`config.mk`:
```
export PLATFORM = sky130hd
export DESIGN_NAME = float_vector_gather_flat
export DESIGN_NICKNAME = d
export VERILOG_FILES = /design/src/rtl/float_vector_gather_if.sv /design/src/rtl/float_vector_gather.sv /design/src/flat_wrapper.sv
export SDC_FILE = /design/constraint.sdc
export NUM_CORES = 2
export LEC_CHECK = 0
export ABC_AREA = 1
export BUFFER_PORTS_ARGS = -buffer_cell sky130_fd_sc_hd__buf_4
export CAP_MARGIN = 20
export CORE_AREA = 2 2 424 426
export CTS_BUF_LIST = sky130_fd_sc_hd__clkbuf_8
export DETAILED_ROUTE_END_ITERATION = 8
export DIE_AREA = 0 0 426 428
export PLACE_DENSITY = 0.69
export SYNTH_ARGS = -nofsm -noshare
export SYNTH_HDL_FRONTEND = slang
export SYNTH_SLANG_ARGS = --single-unit
```
`constraint.sdc`:
```
create_clock -name aclk -period 4.9 [get_ports aclk]
set_clock_uncertainty 0.05 [all_clocks]
set_input_delay 0.245 -clock aclk [delete_from_list [all_inputs] [get_ports aclk]]
set_output_delay 0.245 -clock aclk [all_outputs]
set_load 0.005 [all_outputs]
```
`src/rtl/float_vector_gather_if.sv`:
```
// Stream bundle for float_vector_gather: scalar float beats in, packed lane vectors out.
interface float_vector_gather_if #(
  parameter int unsigned SIZE  = 64,
  parameter int unsigned LANES = 16
);
  localparam int unsigned CW = $clog2(LANES + 1);

  logic [SIZE-1:0]             s_axis_tdata;
  logic                        s_axis_tvalid;
  logic                        s_axis_tready;
  logic                        s_axis_tlast;
  logic [LANES-1:0][SIZE-1:0]  m_axis_tdata;
  logic [CW-1:0]               m_axis_tcount;
  logic                        m_axis_tvalid;
  logic                        m_axis_tready;

  modport master (
    output s_axis_tdata, s_axis_tvalid, s_axis_tlast, m_axis_tready,
    input  s_axis_tready, m_axis_tdata, m_axis_tcount, m_axis_tvalid
  );

  modport slave (
    input  s_axis_tdata, s_axis_tvalid, s_axis_tlast, m_axis_tready,
    output s_axis_tready, m_axis_tdata, m_axis_tcount, m_axis_tvalid
  );
endinterface

```
`src/rtl/float_vector_gather.sv`:
```
// Serial-to-parallel float gather with ping-pong banks feeding the argmin tree;
// short vectors are padded with PAD_VALUE so padded lanes never win.
module float_vector_gather #(
  parameter int unsigned     SIZE      = 64,
  parameter int unsigned     LANES     = 16,
  parameter logic [SIZE-1:0] PAD_VALUE = SIZE'(64'h7FF0_0000_0000_0000)
) (
  input  logic                  aclk,
  input  logic                  areset,
  float_vector_gather_if.slave  bus
);
  localparam int unsigned CW = $clog2(LANES + 1);
  localparam int unsigned IW = (LANES > 1) ? $clog2(LANES) : 1;

  logic [SIZE-1:0]            mem [2][LANES];
  logic [CW-1:0]              cnt [2];
  logic [1:0]                 full;
  logic                       wr_bank;
  logic                       rd_bank;
  logic [IW-1:0]              lane_idx;
  logic                       in_ready;
  logic                       accept;
  logic                       close;
  logic                       out_hs;
  logic [LANES-1:0][SIZE-1:0] vec;

  // Input readiness depends only on bank state and reset, never on downstream ready.
  assign in_ready = !full[wr_bank] && !areset;
  assign accept   = bus.s_axis_tvalid && in_ready;
  assign close    = accept && (bus.s_axis_tlast || (lane_idx == IW'(LANES - 1)));
  assign out_hs   = full[rd_bank] && bus.m_axis_tready;

  // Bank storage; contents are only exposed once a bank is marked full.
  always_ff @(posedge aclk) begin
    if (accept) begin
      mem[wr_bank][lane_idx] <= bus.s_axis_tdata;
      if (close) begin
        cnt[wr_bank] <= CW'(lane_idx) + CW'(1);
      end
    end
  end

  // Bank pointers and full flags; close and handshake always touch different banks.
  always_ff @(posedge aclk) begin
    if (areset) begin
      full     <= '0;
      wr_bank  <= 1'b0;
      rd_bank  <= 1'b0;
      lane_idx <= '0;
    end else begin
      if (accept) begin
        lane_idx <= close ? '0 : lane_idx + IW'(1);
      end
      if (close) begin
        full[wr_bank] <= 1'b1;
        wr_bank       <= !wr_bank;
      end
      if (out_hs) begin
        full[rd_bank] <= 1'b0;
        rd_bank       <= !rd_bank;
      end
    end
  end

  // Lanes beyond the stored count read as padding, hiding stale data from older vectors.
  always_comb begin
    vec = '0;
    for (int unsigned i = 0; i < LANES; i++) begin
      vec[IW'(i)] = (CW'(i) < cnt[rd_bank]) ? mem[rd_bank][IW'(i)] : PAD_VALUE;
    end
  end

  assign bus.s_axis_tready = in_ready;
  assign bus.m_axis_tvalid = full[rd_bank];
  assign bus.m_axis_tcount = cnt[rd_bank];
  assign bus.m_axis_tdata  = vec;

endmodule
```
`src/flat_wrapper.sv`:
```
// flat-port wrapper written by rule: the top's interface ports become plain ports
module float_vector_gather_flat 
#(
  parameter int unsigned     SIZE      = 64,
  parameter int unsigned     LANES     = 16,
  parameter logic [SIZE-1:0] PAD_VALUE = SIZE'(64'h7FF0_0000_0000_0000)
)
  (aclk, areset, bus_s_axis_tdata, bus_s_axis_tvalid, bus_s_axis_tlast, bus_m_axis_tready, bus_s_axis_tready, bus_m_axis_tdata, bus_m_axis_tcount, bus_m_axis_tvalid);
  float_vector_gather_if #(.SIZE(SIZE), .LANES(LANES)) bus_i ();
  input  logic aclk;
  input  logic areset;
  input wire logic [$bits(bus_i.s_axis_tdata)-1:0] bus_s_axis_tdata;
  input wire logic [$bits(bus_i.s_axis_tvalid)-1:0] bus_s_axis_tvalid;
  input wire logic [$bits(bus_i.s_axis_tlast)-1:0] bus_s_axis_tlast;
  input wire logic [$bits(bus_i.m_axis_tready)-1:0] bus_m_axis_tready;
  output wire logic [$bits(bus_i.s_axis_tready)-1:0] bus_s_axis_tready;
  output wire logic [$bits(bus_i.m_axis_tdata)-1:0] bus_m_axis_tdata;
  output wire logic [$bits(bus_i.m_axis_tcount)-1:0] bus_m_axis_tcount;
  output wire logic [$bits(bus_i.m_axis_tvalid)-1:0] bus_m_axis_tvalid;
  assign bus_i.s_axis_tdata = bus_s_axis_tdata;
  assign bus_i.s_axis_tvalid = bus_s_axis_tvalid;
  assign bus_i.s_axis_tlast = bus_s_axis_tlast;
  assign bus_i.m_axis_tready = bus_m_axis_tready;
  assign bus_s_axis_tready = bus_i.s_axis_tready;
  assign bus_m_axis_tdata = bus_i.m_axis_tdata;
  assign bus_m_axis_tcount = bus_i.m_axis_tcount;
  assign bus_m_axis_tvalid = bus_i.m_axis_tvalid;
  float_vector_gather #(.SIZE(SIZE), .LANES(LANES), .PAD_VALUE(PAD_VALUE)) u_core (.aclk(aclk), .areset(areset), .bus(bus_i));
endmodule
```
==> summary.txt <==
Outcome
  – Run status: complete, but fails checks
  – Failing checks: slew limit

Placement
  – Hpwl dp: 165 mm
  – Place WS: 0.789 ns
  – Port bufs: 1099
  – Final Wtd Congestion: 0.840

Clock tree
  – Skew-Pair Late Insertion Delay: 1.05 ns
  – CTS tree: done
  – CTS sink count: 2067
  – H-tree Lvls: 5
  – Root buffer cell: clkbuf_8
  – TritonCTS Buffers: 341
  – Clock tree buffer depth: 4
  – CTS clk-pin slew, worst paths: 0.06 ns

Floorplan
  – DIE AREA: 0.182 sq mm
  – Die Width: 426 um
  – Ports: 1100
  – Starting Density: 44.2%
  – FP Rows: 155
  – Area of the core: 0.178 sq mm
  – Die Y: 428 um

Pwr
  – Comb pwr share: 7.4%
  – Internal: 0.0273 W
  – Leakage Power: 35.4 nW
  – Switching Share: 23.4%
  – Switching power: 0.00837 W
  – Peak VDD IR: 0.307 mV
  – Flop pwr share: 54.8%
  – Power per Cell Area: 370 mW/mm^2
  – Clock power share: 37.7%

Worst setup path
  – Class of the most critical setup path: reg2out
  – Slowest CP cell: buf_4
  – CP max FO: 193
  – Most common cell on crit path: buf_4
  – FF-to-FF path depth: 7
  – RR Startpoint: u_core.wr_bank
  – Crit-path cells: inv_8 > buf_4 > buf_12 > nand2_1 > a21oi_1 > buf_4
  – Critical path destination: bus_m_axis_tdata[465]
  – Critical R2R Capture: u_core.mem[1][188]
  – Worst EP required: 4.61 ns
  – Crit path arrival time: 4.40 ns
  – Setup crit end kind: output port
  – Critical path startpoint category: flop
  – Max incr delay on CP: 0.73 ns
  – Reg2Reg Setup Slack: 1.40 ns

Synth
  – Main flop type after synthesis: edfxtp_1
  – Synthesis warning total: 0
  – Ranking of synthesized cells by area: edfxtp_1, mux2i_1, nand2_1, nor2_1, a21oi_1
  – Sequential fraction of the synthesis area: 79.0%
  – Async set-or-reset flop fraction in the synthesized netlist: 0%
  – Syn_nets: 5377
  – EDFF count, synth: 2058
  – Avg Inst Size Synth: 14.8 sq um
  – Syn Inst Count: 5304
  – Syn Std Cell Area: 0.0784 sq mm
  – Post-synth top area share: 78.8%
  – Yosys top cell by area: edfxtp_1
  – FF+latch count, synth: 2067
  – Yosys cell types: 27

STA
  – Fmax: 213 MHz
  – Final setup fails: 0
  – Min Clock Period, post-route: 4.70 ns
  – PnR worst setup slack: 0.202 ns
  – Crit share post-route: 95.9%
  – Worst Tran Pin Value: 1.58 ns
  – RSZ-0062 raised after global routing: no
  – Relative slew slack: -5.62%
  – Setup TNS: 0 ns
  – Final hold vios: 0
  – Max-slew violations: 102

Global routing
  – GR Util met3: 7.10%
  – GR Overflow Total: 0
  – GR peak layer: met2
  – M1 GR Usage: 34.7%
  – First-pass GRT wire length: 363 mm
  – Via count of the first global-routing pass: 48300
  – Pin count of the biggest net entering global routing: 214
  – M2 GR Usage: 44.7%
  – Initial antenna violation count: 4
  – GRT Total Usage: 28.4%

Layout
  – Fillers: 14300
  – Multi-input logic area: 0.0150 sq mm
  – Share of layout cells above drive strength 1: 24.3%
  – Synth-to-Final Area Change: 23.1%
  – Register area: 0.0620 sq mm
  – Final nets: 6726

Route
  – Routed wire length: 267 mm
  – Wire per inst: 28.9 um
  – DR vias/cell: 5.45
  – DRT Pass-1 Iters: 6
  – Vias: 50300
  – DR DRC count: 0
  – DRT iter0 DRCs: 5865
  – Final ANT Viol Nets: 0

Job
  – Max Cap Viol: 0

Min path
  – Hold Path Class: in2reg
-- registers in the layout, indices dropped and copies added, names as in the netlist, named ones only --
name             cells
u_core.lane_idx      4
u_core.mem        2048
u_core.wr_bank       1
u_core.cnt          10
u_core.rd_bank       1
u_core.full          2
-- per-layer routing --
metal | wire [um] | vias up
li1 | - | 21600
met1 | 96800 | 25100
met2 | 125000 | 2990
met3 | 25300 | 614
met4 | 19900 | 2
met5 | 11 | -
-- cells in the mapped netlist, types with 3 or more instances --
cell type,count
a21oi_1,322
buf_1,13
buf_2,162
buf_4,7
clkbuf_1,100
dfxtp_1,9
edfxtp_1,2058
ha_1,4
inv_1,139
inv_2,7
mux2i_1,532
nand2_1,1276
nand2_2,11
nand3_1,147
nand4_1,15
nor2_1,483
o21ai_0,5
o21ai_1,3
o21ai_2,3
-- power groups by stage --
stage	sequential [W]	clock [W]	combinational [W]
final	0.0196	0.0135	0.00266
after global routing	0.0196	0.0144	0.00277
after CTS	0.0196	0.0137	0.00265
after detailed placement	0.0199	0	0.00259
after global placement	0.0199	0	0.00256
after floorplan	0.0199	0	0.000876
-- kinds of logic after synthesis --
family                   after synthesis  share of synthesized area [%]
AO/OA/AOI/OAI                        335                           2.17
XOR/XNOR                               1                         0.0112
adder cells (fa/ha/maj)                4                         0.0638
buffers and inverters                430                           2.36
flip-flops                          2067                           79.0
multiplexers                         532                           6.79
AND/OR/NAND/NOR                     1935                           9.60
-- worst min path at each step --
stage                         startpoint                 end  slack, ns  cells past startpoint
global placement          u_core.full[1]      u_core.full[1]       0.41                      2
finish              bus_s_axis_tdata[58]  u_core.mem[0][698]       0.13                      2
CTS                 bus_s_axis_tdata[38]  u_core.mem[1][486]       0.02                      2
detailed placement        u_core.full[1]      u_core.full[1]       0.43                      2
floorplan            bus_s_axis_tdata[0]    u_core.mem[0][0]       0.29                      0
global route        bus_s_axis_tdata[38]  u_core.mem[0][486]       0.09                      2
-- timing repair --
action / in CTS / in global routing
hold buffers: 73 / 0
setup endpoints to repair: 158 / 116
resized for setup: 9 / 7
hold endpoints to repair: 2067 / 0
buffers inserted: 0 / 0
-- metrics by stage --
| step | power (W) | hold WS, ns | cells | area, sq um | utilization [%] |
|---|---|---|---|---|---|
| global route | 0.0367 | 0.0876 | 9237 | 96500 | 54.3 |
| finish | 0.0357 | 0.133 | 9242 | 96600 | 54.4 |
| detailed placement | 0.0225 | 0.435 | 8593 | 89900 | 50.6 |
| global placement | 0.0225 | 0.406 | 8593 | 89900 | 50.6 |
| floorplan | 0.0208 | 0.294 | 5304 | 78400 | - |
| CTS | 0.0359 | 0.0176 | 9235 | 96500 | 54.3 |
-- cell usage in the layout (no fill, tap or decap), drive strengths merged --
master and n:
o21ai 12, diode 7, nand3 148, dlygate4sd3 73, inv 262, bufinv 7, a21oi 322, o31ai 1
mux2i 532, clkbuf 344, buf 1216, nand4 15, nand2 1287, dfxtp 9, clkinv 96, ha 4
xnor2 1, nor2 485, edfxtp 2058, clkinvlp 8
-- critical path, delay by kind of cell, from the launching register on --
family / cells / cell delay (ns)
flip-flops: 1 / 0.47
AND/OR/NAND/NOR: 1 / 0.10
AO/OA/AOI/OAI: 1 / 0.43
buffers and inverters: 4 / 1.88
-- area by class of cell --
type / count / share of cell area (%)
Sequential cell: 2067 / 64.2
Multi-Input combinational cell: 2807 / 15.5
Timing Repair Buffer: 1289 / 10.6
Clock buffer: 344 / 4.90
Tap cell: 2355 / 3.05
Clock inverter: 226 / 1.15
Inverter: 147 / 0.592
Antenna cell: 7 / 0.0181
Power figures use the tool's default switching activity.
